--- config.mk ---
export PLATFORM = sky130hd
export DESIGN_NAME = control_sequencer
export DESIGN_NICKNAME = d
export VERILOG_FILES = /design/src/rtl/control_sequencer_pkg.sv /design/src/rtl/control_sequencer_uop_decode.sv /design/src/rtl/control_sequencer.sv
export SDC_FILE = /design/constraint.sdc
export NUM_CORES = 1
export LEC_CHECK = 0
export ABC_AREA = 1
export BUFFER_PORTS_ARGS = -buffer_cell sky130_fd_sc_hd__buf_2
export CAP_MARGIN = 40
export CELL_PAD_IN_SITES_DETAIL_PLACEMENT = 0
export CELL_PAD_IN_SITES_GLOBAL_PLACEMENT = 1
export CORE_UTILIZATION = 39
export CTS_CLUSTER_DIAMETER = 150
export DETAILED_ROUTE_END_ITERATION = 12
export PLACE_DENSITY = 0.81
export SLEW_MARGIN = 15
export SYNTH_ARGS = -nofsm -noshare
export SYNTH_HDL_FRONTEND = slang
export SYNTH_SLANG_ARGS = --single-unit
--- constraint.sdc ---
create_clock -name clk -period 4.16 [get_ports clk]
set_clock_uncertainty 0.05 [all_clocks]
set_input_delay 0.832 -clock clk [delete_from_list [all_inputs] [get_ports clk]]
set_output_delay 0.832 -clock clk [all_outputs]
set_load 0.01 [all_outputs]
--- src/rtl/control_sequencer_pkg.sv ---
// Shared LC-3b types for the decode/micro-sequencing stage: opcodes, ALU ops,
// mux encodings, micro-op phase and the control word carried to ID/EX.
package control_sequencer_pkg;

  typedef logic [15:0] lc3b_word;

  typedef enum logic [3:0] {
    OP_BR   = 4'h0, OP_ADD = 4'h1, OP_LDB = 4'h2, OP_STB  = 4'h3,
    OP_JSR  = 4'h4, OP_AND = 4'h5, OP_LDR = 4'h6, OP_STR  = 4'h7,
    OP_RTI  = 4'h8, OP_NOT = 4'h9, OP_LDI = 4'ha, OP_STI  = 4'hb,
    OP_JMP  = 4'hc, OP_SHF = 4'hd, OP_LEA = 4'he, OP_TRAP = 4'hf
  } lc3b_opcode;

  typedef enum logic [2:0] {
    ALU_ADD  = 3'd0, ALU_AND = 3'd1, ALU_NOT = 3'd2, ALU_PASS = 3'd3,
    ALU_SLL  = 3'd4, ALU_SRL = 3'd5, ALU_SRA = 3'd6
  } lc3b_aluop;

  typedef enum logic {PHASE_0 = 1'b0, PHASE_1 = 1'b1} lc3b_uop_phase;

  // Memory address source
  localparam logic [1:0] ADDR_ALU     = 2'b00;
  localparam logic [1:0] ADDR_TRAPVEC = 2'b01;
  localparam logic [1:0] ADDR_MDR     = 2'b10;

  // ALU B-operand source
  localparam logic [1:0] ALUMUX_SR2       = 2'b00;
  localparam logic [1:0] ALUMUX_OFF6      = 2'b01;
  localparam logic [1:0] ALUMUX_IMM5      = 2'b10;
  localparam logic [1:0] ALUMUX_OFF6_BYTE = 2'b11;

  // Register-file write-back source
  localparam logic [2:0] RFMUX_ALU      = 3'b000;
  localparam logic [2:0] RFMUX_MDR      = 3'b001;
  localparam logic [2:0] RFMUX_PC       = 3'b010;
  localparam logic [2:0] RFMUX_MDR_BYTE = 3'b011;
  localparam logic [2:0] RFMUX_LEA      = 3'b100;

  typedef struct packed {
    lc3b_opcode opcode;
    lc3b_aluop  aluop;
    logic       load_cc;
    logic       load_regfile;
    logic [2:0] regfilemux_sel;
    logic [1:0] alumux_sel;
    logic [1:0] addr_sel;
    logic       mem_read;
    logic       mem_write;
    logic [1:0] mem_byte_enable;
    logic       is_br;
    logic       is_j;
    logic       is_jsr;
    logic       is_ldi;
    logic       is_sti;
    logic       is_trap;
    logic       use_byte;
  } lc3b_control_word;

endpackage

--- src/rtl/control_sequencer_uop_decode.sv ---
// Combinational micro-op decode: one instruction plus phase -> control word,
// whether the instruction needs a second micro-op, and the illegal flag.
import control_sequencer_pkg::*;

module control_sequencer_uop_decode #(
  parameter bit INDIRECT_EN = 1'b1,
  parameter bit TRAP_SEQ_EN = 1'b1,
  parameter bit BYTE_EN     = 1'b1
) (
  input  lc3b_word         instr,
  input  lc3b_uop_phase    phase,
  output lc3b_control_word ctrl,
  output logic             multi,
  output logic             illegal
);

  lc3b_opcode opcode;
  assign opcode = lc3b_opcode'(instr[15:12]);

  // Per-opcode field decode; illegal opcodes collapse to an opcode-only word
  always_comb begin
    ctrl                 = '0;
    ctrl.opcode          = opcode;
    ctrl.mem_byte_enable = 2'b11;
    multi                = 1'b0;
    illegal              = 1'b0;
    case (opcode)
      OP_ADD, OP_AND: begin
        ctrl.aluop        = (opcode == OP_ADD) ? ALU_ADD : ALU_AND;
        ctrl.alumux_sel   = instr[5] ? ALUMUX_IMM5 : ALUMUX_SR2;
        ctrl.load_regfile = 1'b1;
        ctrl.load_cc      = 1'b1;
      end
      OP_NOT: begin
        ctrl.aluop        = ALU_NOT;
        ctrl.load_regfile = 1'b1;
        ctrl.load_cc      = 1'b1;
      end
      OP_SHF: begin
        ctrl.aluop        = !instr[4] ? ALU_SLL : (instr[5] ? ALU_SRA : ALU_SRL);
        ctrl.load_regfile = 1'b1;
        ctrl.load_cc      = 1'b1;
      end
      OP_BR: ctrl.is_br = 1'b1;
      OP_JMP: begin
        ctrl.is_j  = 1'b1;
        ctrl.aluop = ALU_PASS;
      end
      OP_JSR: begin
        ctrl.is_jsr         = 1'b1;
        ctrl.is_j           = !instr[11];
        ctrl.aluop          = ALU_PASS;
        ctrl.load_regfile   = 1'b1;
        ctrl.regfilemux_sel = RFMUX_PC;
      end
      OP_LEA: begin
        ctrl.load_regfile   = 1'b1;
        ctrl.regfilemux_sel = RFMUX_LEA;
        ctrl.load_cc        = 1'b1;
      end
      OP_LDR: begin
        ctrl.mem_read       = 1'b1;
        ctrl.alumux_sel     = ALUMUX_OFF6;
        ctrl.load_regfile   = 1'b1;
        ctrl.regfilemux_sel = RFMUX_MDR;
        ctrl.load_cc        = 1'b1;
      end
      OP_STR: begin
        ctrl.mem_write  = 1'b1;
        ctrl.alumux_sel = ALUMUX_OFF6;
      end
      OP_LDB, OP_STB: begin
        if (!BYTE_EN) begin
          illegal = 1'b1;
        end else begin
          ctrl.use_byte   = 1'b1;
          ctrl.alumux_sel = ALUMUX_OFF6_BYTE;
          if (opcode == OP_LDB) begin
            ctrl.mem_read       = 1'b1;
            ctrl.load_regfile   = 1'b1;
            ctrl.regfilemux_sel = RFMUX_MDR_BYTE;
            ctrl.load_cc        = 1'b1;
          end else begin
            ctrl.mem_write = 1'b1;
          end
        end
      end
      OP_LDI, OP_STI: begin
        if (!INDIRECT_EN) begin
          illegal = 1'b1;
        end else begin
          multi       = 1'b1;
          ctrl.is_ldi = (opcode == OP_LDI);
          ctrl.is_sti = (opcode == OP_STI);
          if (phase == PHASE_0) begin
            // First access fetches the pointer from R + offset
            ctrl.mem_read   = 1'b1;
            ctrl.alumux_sel = ALUMUX_OFF6;
            ctrl.aluop      = ALU_ADD;
          end else begin
            ctrl.addr_sel = ADDR_MDR;
            if (opcode == OP_LDI) begin
              ctrl.mem_read       = 1'b1;
              ctrl.load_regfile   = 1'b1;
              ctrl.regfilemux_sel = RFMUX_MDR;
              ctrl.load_cc        = 1'b1;
            end else begin
              ctrl.mem_write = 1'b1;
            end
          end
        end
      end
      OP_TRAP: begin
        multi        = TRAP_SEQ_EN;
        ctrl.is_trap = 1'b1;
        if (phase == PHASE_0) begin
          ctrl.mem_read       = 1'b1;
          ctrl.addr_sel       = ADDR_TRAPVEC;
          ctrl.load_regfile   = 1'b1;
          ctrl.regfilemux_sel = RFMUX_PC;
        end else begin
          ctrl.is_j  = 1'b1;
          ctrl.aluop = ALU_PASS;
        end
      end
      default: illegal = 1'b1;
    endcase
    if (illegal) begin
      ctrl        = '0;
      ctrl.opcode = opcode;
    end
  end

endmodule

--- src/rtl/control_sequencer.sv ---
// Decode/micro-sequencing stage between IF/ID and ID/EX. Emits one micro-op
// per instruction, or two for LDI/STI/TRAP, behind a valid/ready output register.
//
//   state   | meaning
//   S_ISSUE | accepting new instructions
//   S_SEQ   | second micro-op pending, instruction held in instr_q
import control_sequencer_pkg::*;

module control_sequencer #(
  parameter bit INDIRECT_EN = 1'b1,
  parameter bit TRAP_SEQ_EN = 1'b1,
  parameter bit BYTE_EN     = 1'b1
) (
  input  logic             clk,
  input  logic             rst,
  input  logic             flush,
  input  logic             in_valid,
  output logic             in_ready,
  input  lc3b_word         instr,
  output logic             out_valid,
  input  logic             out_ready,
  output lc3b_control_word ctrl,
  output logic             uop_idx,
  output logic             uop_last,
  output logic             illegal,
  output logic             busy
);

  localparam logic [0:0] S_ISSUE = 1'b0;
  localparam logic [0:0] S_SEQ   = 1'b1;

  logic [0:0]       state;
  lc3b_word         instr_q;
  logic             out_free;
  logic             accept;
  lc3b_word         dec_instr;
  lc3b_uop_phase    dec_phase;
  lc3b_control_word dec_ctrl;
  logic             dec_multi;
  logic             dec_illegal;

  assign busy      = (state == S_SEQ);
  assign out_free  = !out_valid || out_ready;
  assign in_ready  = (state == S_ISSUE) && out_free && !flush;
  assign accept    = in_valid && in_ready;

  // One decoder serves both phases: new instruction when issuing, held one in S_SEQ
  assign dec_instr = busy ? instr_q : instr;
  assign dec_phase = busy ? PHASE_1 : PHASE_0;

  control_sequencer_uop_decode #(
    .INDIRECT_EN (INDIRECT_EN),
    .TRAP_SEQ_EN (TRAP_SEQ_EN),
    .BYTE_EN     (BYTE_EN)
  ) u_uop_decode (
    .instr   (dec_instr),
    .phase   (dec_phase),
    .ctrl    (dec_ctrl),
    .multi   (dec_multi),
    .illegal (dec_illegal)
  );

  // Sequencer state and output register; flush behaves like reset for this stage
  always_ff @(posedge clk) begin
    if (rst || flush) begin
      state     <= S_ISSUE;
      instr_q   <= '0;
      out_valid <= 1'b0;
      ctrl      <= '0;
      uop_idx   <= 1'b0;
      uop_last  <= 1'b0;
      illegal   <= 1'b0;
    end else if (state == S_SEQ) begin
      if (out_free) begin
        out_valid <= 1'b1;
        ctrl      <= dec_ctrl;
        uop_idx   <= 1'b1;
        uop_last  <= 1'b1;
        illegal   <= dec_illegal;
        state     <= S_ISSUE;
      end
    end else if (accept) begin
      out_valid <= 1'b1;
      ctrl      <= dec_ctrl;
      uop_idx   <= 1'b0;
      uop_last  <= !dec_multi;
      illegal   <= dec_illegal;
      if (dec_multi) begin
        instr_q <= instr;
        state   <= S_SEQ;
      end
    end else if (out_ready) begin
      out_valid <= 1'b0;
    end
  end

endmodule

==> impl_metrics.env, run 1 <==
export IMPL_coreArea_um2=4500
export IMPL_worstPathMaxFanout=19
export IMPL_ys_top_cells_by_area="dfxtp_1 40%, nand2_1 14%, a21oi_1 7.4%, nor2_1 4.4%, inv_1 4.0%"
export IMPL_power_density_nw_per_um2=330
export IMPL_initial_core_util_pct=41.9
export IMPL_htreeDepth=2
export IMPL_yosys_warnings=0
export IMPL_via_per_inst=5.00
export IMPL_netlist_instances=252
export IMPL_dpl_cell_area_um2=2060
export IMPL_die_area_um2=5120
export IMPL_synth_area_um2=1890
export IMPL_die_h_um=71.5
export IMPL_gp_congestion=0.857
export IMPL_final_cell_mix="72 x nand2_1, 44 x buf_2, 38 x dfxtp_1"
export IMPL_tightest_slew_ps=779
export IMPL_period_minus_slack_ps=2490
export IMPL_rsz0062_at_grt="no"
export IMPL_fin_crit_sh_pct=59.8
export IMPL_syn_area_per_cell_um2=7.48
export IMPL_drv_slew=0
export IMPL_fin_util_pct=47.7
export IMPL_worstSkewPairLatency_ps=290
export IMPL_synth_top_cell_area_share_pct=40.3
export IMPL_cts_hold_buf=0
export IMPL_syn_nets=273
export IMPL_slew_headroom_pct=48.0
export IMPL_peakVddDrop_mv=0.181
export IMPL_final_layout_size_suffix_gt1_share_pct=27.2
export IMPL_outcome="complete, no violations"
export IMPL_wl_per_cell_um=12.5
export IMPL_start_kind="register"
export IMPL_worstHoldPathType="register to register"
export IMPL_setup_tns_final_ps=0
export IMPL_crit_arrival_ps=1610
export IMPL_clkTransAtPathRegs_ps=70
export IMPL_grt_pass1_vias=1540
export IMPL_cp_data_required_time_ps=3280
export IMPL_n_antenna_cell=0
export IMPL_postCtsSetupRepairBufs=0
export IMPL_fmax_mhz=402
export IMPL_cts_root_buf="clkbuf_8"
export IMPL_hpwl_mm=3.12
export IMPL_grt_pass1_wl_mm=7.31
export IMPL_grt_usage_pct=18.6
export IMPL_grt_max_degree=33
export IMPL_maxCapViolCount=0
export IMPL_max_clock_path_buffers=2
export IMPL_cts_sinks=38
export IMPL_die_w_um=71.5
export IMPL_crit_type="register to output port"
export IMPL_stdcell_area_um2=2150
export IMPL_end_kind="output port"
export IMPL_vias=1711
export IMPL_syn_to_final_growth_pct=13.9
export IMPL_firstDrtPassIters=4
export IMPL_numCtsBuffers=5
export IMPL_setup_viol=0
export IMPL_p_leak_nw=0.955
export IMPL_mostFrequentLayoutCell="nand2_1"
export IMPL_ys_ff_latch=38
export IMPL_drt_initial_drc_count=106
export IMPL_synth_yosys_seq_area_share_pct=40.3
export IMPL_grt_overflow=0
export IMPL_antenna_found_initial=0
export IMPL_cts_tree="yes"
export IMPL_hold_viol_final=0
export IMPL_std_cell_rows=24
export IMPL_dp_cells=336
export IMPL_postRouteWirelength_mm=4.27
export IMPL_port_buffers=44
export IMPL_route_detailed_drc=0
export IMPL_ant_nets=0
export IMPL_yosysUniqueCellTypes=29
export IMPL_cts_resized=0
export IMPL_yosys_area_top_type="dfxtp_1"
export IMPL_fin_cells=342
export IMPL_nets=312
export IMPL_io_pins=54
-- metrics by stage --
stage / setup slack [ps] / hold slack (ps) / power [mW]
after floorplan: 2120 / 385 / 0.450
after global placement: 1560 / 397 / 0.471
after detailed placement: 1640 / 401 / 0.472
after CTS: 1660 / 412 / 0.718
after global routing: 1470 / 423 / 0.744
final: 1670 / 408 / 0.708
-- per-layer routing --
| layer | GRT usage, % | wire [um] |
|---|---|---|
| met4 | 8.50 | 52 |
| met1 | 25.3 | 2060 |
| met2 | 28.5 | 1930 |
| met3 | 3.94 | 234 |
| met5 | 0 | 0 |
-- area by class of cell --
class	count	area (um^2)
clock buffer	6	82.6
fill	517	2360
inverter	22	87.6
multi-input combinational	179	916
sequential	38	761
tap	52	65.1
timing repair buffer	45	235
-- state kept, by name, indices dropped and copies added (netlist names) --
name,cells
out_valid,1
uop_last,1
instr_q,7
ctrl,26
uop_idx,1
illegal,1
busy,1
-- synth_stat cells (all sizes together) --
library cell	number
nor2	26
a21oi	30
o21ai	10
clkbuf	3
nand4	6
inv	22
buf	10
a211oi	5
nand3b	1
o31ai	1
o22ai	1
nand3	11
dfxtp	38
o211ai	1
nand2	86
mux2i	1
-- power by group --
| part | switching [mW] | leakage, nW | internal (mW) | total, mW |
|---|---|---|---|---|
| combinational | 0.0619 | 0.605 | 0.0284 | 0.0903 |
| clock | 0.117 | 0.0431 | 0.128 | 0.245 |
| sequential | 0.00338 | 0.307 | 0.370 | 0.373 |
| total | 0.182 | 0.955 | 0.526 | 0.708 |
-- critical path: stages, from the launching register on --
cell and delay (ps):
dfxtp_1 830, inv_6 170, nand2_2 140, nor2_4 40, buf_2 130
-- path summary, 6_finish.rpt --
path / from / to / slack (ps) / depth (start not counted)
worst min-delay path: ctrl[3]$_SDFFE_PP0P_ / ctrl[3]$_SDFFE_PP0P_ / 410 / 2
worst min register to register: ctrl[3]$_SDFFE_PP0P_ / ctrl[3]$_SDFFE_PP0P_ / 410 / 2
worst max-delay path: busy$_SDFF_PP0_ / in_ready / 1670 / 4
worst max register to register: busy$_SDFF_PP0_ / ctrl[21]$_SDFFE_PP0P_ / 1720 / 8
-- kinds of logic after synthesis --
family	Yosys count	synth area share, %
multiplexers	1	0.531
AO/OA/AOI/OAI	48	15.4
flip-flops	38	40.3
AND/OR/NAND/NOR	130	32.6
buffers and inverters	35	11.1
Note: power is estimated with default switching activity, not from simulation.
==> run 2, diff against run 1 <==
- CORE_UTILIZATION: 39 -> 33
- PLACE_DENSITY: 0.81 -> 0.72
- clock period: 4.16 -> 2.1 ns (I/O delays scaled with it)
==> run 2 against run 1 <==
Clock power grew 150%. Register-to-register slack lost 1400 ps. Non-clock buffer count grew 10. Wire length grew 3.3%. Via count grew 0.23%. Setup slack lost 1400 ps. Sequential power grew 98%. Critical path depth grew 4. Core utilization shrank 6.3 points. Global-route usage shrank 2.7 points. Highest routed layer unchanged.
==> impl_metrics.env, run 2 (synthesis gave the netlist of run 1 again) <==
export IMPL_outcome="complete, no violations"
export IMPL_cts_tree="yes"
export IMPL_power_mw=1.54
export IMPL_worstPathMaxFanout=13
export IMPL_whs_path_depth=3
export IMPL_coreArea_um2=5510
export IMPL_grt_pass1_wl_mm=7.50
export IMPL_worstSkewPairLatency_ps=290
export IMPL_fmax_mhz=555
export IMPL_dpl_cell_area_um2=2170
export IMPL_p_int_mw=1.16
export IMPL_final_layout_size_suffix_gt1_share_pct=29.5
export IMPL_max_clock_path_buffers=2
export IMPL_crit_arrival_ps=1930
export IMPL_std_cell_rows=27
export IMPL_ff2ff_setup_slack_ps=300
export IMPL_syn_to_final_growth_pct=20.7
export IMPL_cp_top_family="simple AND/OR/NAND/NOR gates"
export IMPL_crit_reg2reg_capture="instr_q[14]$_SDFFE_PP0P_"
export IMPL_final_cell_mix="72 x nand2_1, 44 x buf_2, 38 x dfxtp_1"
export IMPL_fin_util_pct=41.3
export IMPL_slowest_delay_ps=460
export IMPL_swShare_pct=24.9
export IMPL_grt_max_degree=24
export IMPL_power_density_nw_per_um2=677
export IMPL_setup_tns_final_ps=0
export IMPL_p_leak_nw=1.02
export IMPL_cp_data_required_time_ps=2220
export IMPL_period_minus_slack_ps=1800
export IMPL_gp_congestion=0.891
export IMPL_cts_sinks=38
export IMPL_drt_initial_drc_count=66
export IMPL_grt_usage_pct=15.9
export IMPL_stdcell_area_um2=2280
export IMPL_path_buf_inv=1
export IMPL_initial_core_util_pct=34.2
export IMPL_fin_crit_sh_pct=85.8
export IMPL_grt_pass1_vias=1648
export IMPL_postRouteWirelength_mm=4.42
export IMPL_htreeDepth=2
export IMPL_reg2reg_depth=8
export IMPL_numCtsBuffers=5
export IMPL_power_frac_comb_pct=12.8
export IMPL_route_detailed_drc=0
export IMPL_hold_viol_final=0
export IMPL_n_antenna_cell=0
export IMPL_setup_viol=0
export IMPL_largest_register="ctrl"
export IMPL_largest_reg_flops=26
export IMPL_mostFrequentLayoutCell="nand2_1"
export IMPL_via_per_inst=4.59
export IMPL_seq_area_um2=761
export IMPL_clkTransAtPathRegs_ps=70
export IMPL_die_w_um=77.6
export IMPL_cts_resized=0
export IMPL_start_kind="register"
export IMPL_rsz0062_at_grt="no"
export IMPL_die_h_um=77.6
export IMPL_min_from="instr[11]"
export IMPL_cts_hold_buf=0
export IMPL_postCtsSetupRepairBufs=0
export IMPL_port_buffers=44
export IMPL_hpwl_mm=3.37
export IMPL_pwr_share_clk_pct=39.3
export IMPL_cp_cell_sequence="buf_4, nand2_1, nand2_2, nand2_1, nand2_2, nand3_2, o21ai_0, a21oi_1"
export IMPL_multi_input_area_um2=916
export IMPL_end_kind="register"
export IMPL_firstDrtPassIters=4
export IMPL_crit_reg2reg_launch="busy$_SDFF_PP0_"
export IMPL_slew_headroom_pct=61.3
export IMPL_tightest_slew_ps=580
export IMPL_io_pins=54
export IMPL_ant_nets=0
export IMPL_pwr_share_seq_pct=47.9
export IMPL_peakVddDrop_mv=0.375
export IMPL_nets=322
export IMPL_antenna_found_initial=0
export IMPL_wl_per_cell_um=11.8
export IMPL_grt_overflow=0
export IMPL_switching_power_mw=0.384
export IMPL_maxCapViolCount=0
export IMPL_fillers=636
export IMPL_reg_top3="ctrl x26, instr_q x7"
export IMPL_drv_slew=0
export IMPL_die_area_um2=6020
export IMPL_vias=1715
export IMPL_crit_type="register to register"
export IMPL_min_to="instr_q[11]$_SDFFE_PP0P_"
export IMPL_cts_root_buf="clkbuf_8"
export IMPL_cp_slowest_cell="dfxtp_1"
export IMPL_worstHoldPathType="primary input to register"
run 2: cell types whose count changed in the layout (fill, tap and decap cells not counted):
cell,before,now
buf_12,0,1
buf_4,0,10
buf_8,1,0
bufinv_16,0,1
clkbuf_1,0,2
clkbuf_8,6,5
run 2: power by group through the flow:
stage	Clock [mW]	Sequential, mW	Combinational, mW
2_1_floorplan	0	0.759	0.133
3_3_place_gp	0	0.754	0.199
3_5_place_dp	0	0.755	0.199
4_1_cts	0.623	0.738	0.199
5_1_grt	0.652	0.739	0.220
6_report	0.606	0.738	0.196
run 2: per-layer routing:
layer  GRT usage, %  share of wire (%)
met5              0                  0
met4           5.09                1.1
met3           4.00                3.5
met2           26.3                 46
met1           20.1                 49
run 2: area by class of cell:
type | count | share of cell area, %
Clock buffer | 7 | 3.35
Clock inverter | 1 | 1.32
Inverter | 22 | 3.85
Multi-Input combinational cell | 179 | 40.2
Sequential cell | 38 | 33.4
Tap cell | 72 | 3.96
Timing Repair Buffer | 55 | 13.9
run 2: metrics by stage:
| step | instances | hold slack [ps] | setup slack (ps) |
|---|---|---|---|
| floorplan | 252 | 385 | 528 |
| global placement | 366 | 399 | 292 |
| detailed placement | 366 | 403 | 254 |
| CTS | 374 | 335 | 241 |
| global route | 374 | 367 | 108 |
| finish | 374 | 340 | 297 |
run 2: how the worst max path moves through the flow:
stage	from	endpoint	slack [ps]	depth (start not counted)
6_report	busy$_SDFF_PP0_	instr_q[14]$_SDFFE_PP0P_	300	8
3_3_place_gp	busy$_SDFF_PP0_	instr_q[14]$_SDFFE_PP0P_	290	8
2_1_floorplan	busy$_SDFF_PP0_	instr_q[12]$_SDFFE_PP0P_	530	12
5_1_grt	busy$_SDFF_PP0_	instr_q[11]$_SDFFE_PP0P_	110	10
4_1_cts	busy$_SDFF_PP0_	instr_q[14]$_SDFFE_PP0P_	240	8
3_5_place_dp	busy$_SDFF_PP0_	instr_q[14]$_SDFFE_PP0P_	250	8
run 2: worst reg2reg max path: stages, from the launching register on:
cell     delay, ps
dfxtp_1        460
buf_4          250
nand2_1         80
nand2_2        130
nand2_1        100
nand2_2        100
nand3_2        230
o21ai_0        240
a21oi_1         50
==> run 3, diff against run 2 <==
- ABC_AREA: 1 -> unset
==> run 3 against run 2 <==
Core utilization is 2.5 points higher. Design area is 0.22% higher. Die area is 3.6% lower. Total power is 7.1% lower.
==> impl_metrics.env, run 3 <==
export IMPL_outcome="complete, no violations"
export IMPL_firstDrtPassIters=5
export IMPL_crit_arrival_ps=1990
export IMPL_power_density_nw_per_um2=627
export IMPL_cts_tree="yes"
export IMPL_synth_top_cell_area_share_pct=41.9
export IMPL_end_kind="register"
export IMPL_synth_top_family_by_area="compound AO/OA/AOI/OAI gates"
export IMPL_fin_crit_sh_pct=87.2
export IMPL_setup_tns_final_ps=0
export IMPL_drv_slew=0
export IMPL_die_w_um=76.2
export IMPL_std_cell_rows=26
export IMPL_max_clock_path_buffers=2
export IMPL_fmax_mhz=546
export IMPL_gp_congestion=0.953
export IMPL_n_antenna_cell=0
export IMPL_via_per_inst=5.08
export IMPL_io_pins=54
export IMPL_grt_usage_pct=18.1
export IMPL_netlist_instances=223
export IMPL_hpwl_mm=3.66
export IMPL_syn_area_per_cell_um2=8.14
export IMPL_numCtsBuffers=5
export IMPL_yosys_top_cells_count="38 x dfxtp_1, 36 x nor2_1, 24 x nand2_1"
export IMPL_coreArea_um2=5200
export IMPL_yosysUniqueCellTypes=43
export IMPL_route_detailed_drc=0
export IMPL_synth_compound_area_share_pct=23.2
export IMPL_grt_pass1_vias=1630
export IMPL_wl_per_cell_um=14.3
export IMPL_worstPathMaxFanout=13
export IMPL_drt_initial_drc_count=179
export IMPL_synth_yosys_seq_area_share_pct=41.9
export IMPL_synth_simple_gate_area_share_pct=22.7
export IMPL_ys_top_cells_by_area="dfxtp_1 42%, nor2_1 7.4%, a21oi_1 5.5%, mux2i_1 5.5%, nand2_1 5.0%"
export IMPL_postRouteWirelength_mm=4.99
export IMPL_syn_to_final_growth_pct=25.6
export IMPL_final_cell_mix="44 x buf_2, 37 x dfxtp_1, 36 x nor2_1"
export IMPL_cts_sinks=38
export IMPL_synth_ff_type="dfxtp_1"
export IMPL_setup_viol=0
export IMPL_rsz0062_at_grt="no"
export IMPL_grt_overflow=0
export IMPL_cts_hold_buf=0
export IMPL_htreeDepth=2
export IMPL_slew_headroom_pct=54.9
export IMPL_die_area_um2=5800
export IMPL_synth_adder_area_share_pct=0
export IMPL_start_kind="register"
export IMPL_tightest_slew_ps=676
export IMPL_yosysMostFrequentCell="dfxtp_1"
export IMPL_final_layout_size_suffix_gt1_share_pct=29.1
export IMPL_fillers=568
export IMPL_mostFrequentLayoutCell="buf_2"
export IMPL_syn_nets=244
export IMPL_vias=1767
export IMPL_crit_type="register to register"
export IMPL_ant_nets=0
export IMPL_whs_ps=321
export IMPL_reg_top3="ctrl x26, instr_q x7"
export IMPL_ys_ff_latch=38
export IMPL_worstSkewPairLatency_ps=290
export IMPL_initial_core_util_pct=34.9
export IMPL_synth_mux_area_share_pct=7.37
export IMPL_largest_register="ctrl"
export IMPL_antenna_found_initial=0
export IMPL_peakVddDrop_mv=0.236
export IMPL_async_reset_ff_share_pct=0
export IMPL_die_h_um=76.2
export IMPL_cp_data_required_time_ps=2260
export IMPL_worstHoldPathType="primary input to register"
export IMPL_period_minus_slack_ps=1830
export IMPL_port_buffers=44
export IMPL_grt_pass1_wl_mm=8.38
export IMPL_synth_area_um2=1820
export IMPL_yosys_warnings=0
export IMPL_clkTransAtPathRegs_ps=70
export IMPL_hold_viol_final=0
export IMPL_p_leak_nw=0.908
export IMPL_multi_input_area_um2=966
export IMPL_maxCapViolCount=0
export IMPL_grt_max_degree=37
export IMPL_seq_area_um2=762
export IMPL_cts_root_buf="clkbuf_8"
export IMPL_nets=298
export IMPL_largest_reg_flops=26
export IMPL_synth_edf_count=0
export IMPL_yosys_area_top_type="dfxtp_1"
export IMPL_synthXorXnorAreaFrac_pct=0
==> run 3: through the flow <==
stage               worst slack, ps  area [um^2]  power, mW  std cells  utilization [%]
global route                    110         2280       1.51        348             43.8
detailed placement              172         2190      0.936        340             42.0
global placement                135         2190      0.936        340             42.0
finish                          268         2280       1.43        348             43.8
floorplan                       254         1820      0.861        223                -
CTS                             141         2280       1.46        348             43.8
==> run 3: cells by family (layout without fill, tap and decap cells) <==
family | Yosys count | after routing
compound gates | 62 | 62
buf+inv | 19 | 74
flops | 38 | 38
mux | 13 | 13
simple gates | 91 | 91
==> run 3: final timing paths <==
kind | from | end | slack [ps] | cells past startpoint
setup / recovery | busy$_SDFF_PP0_ | ctrl[20]$_SDFFE_PP0P_ | 270 | 5
hold / removal | in_valid | out_valid$_SDFFE_PP0P_ | 320 | 3
hold reg to reg | ctrl[12]$_SDFFE_PP0P_ | ctrl[12]$_SDFFE_PP0P_ | 400 | 2
setup reg to reg | busy$_SDFF_PP0_ | ctrl[20]$_SDFFE_PP0P_ | 270 | 5
==> run 3: cell type report <==
type | instances | share of cell area [%]
clock buffer | 7 | 3.78
sequential | 38 | 33.4
clock inverter | 1 | 0.219
tap | 70 | 3.84
multi-input combinational | 166 | 42.3
timing repair buffer | 63 | 15.9
inverter | 3 | 0.494
==> run 3: power by group <==
part           internal [mW]  switching [mW]
registers              0.730         0.00658
clock network          0.265           0.246
logic                 0.0699           0.113
==> run 3: routing by layer <==
layer	wire length (um)	global-route usage (%)	vias to the layer above
met1	2440	25.3	805
met3	308	3.71	7
met5	0	0	-
li1	-	-	897
met2	2180	27.6	58
met4	57	6.35	0
==> run 3: timing repair <==
action / in CTS / in global routing
setup buffers: 0 / 0
gates resized for setup: 0 / 1
endpoints found under the setup margin: 0 / 1
==> run 3: worst max-delay path: stages, from the launching register on <==
cell	delay, ps
dfxtp_2	470
mux2_2	440
a31oi_1	200
o21ai_1	120
or3_1	360
a21oi_1	120
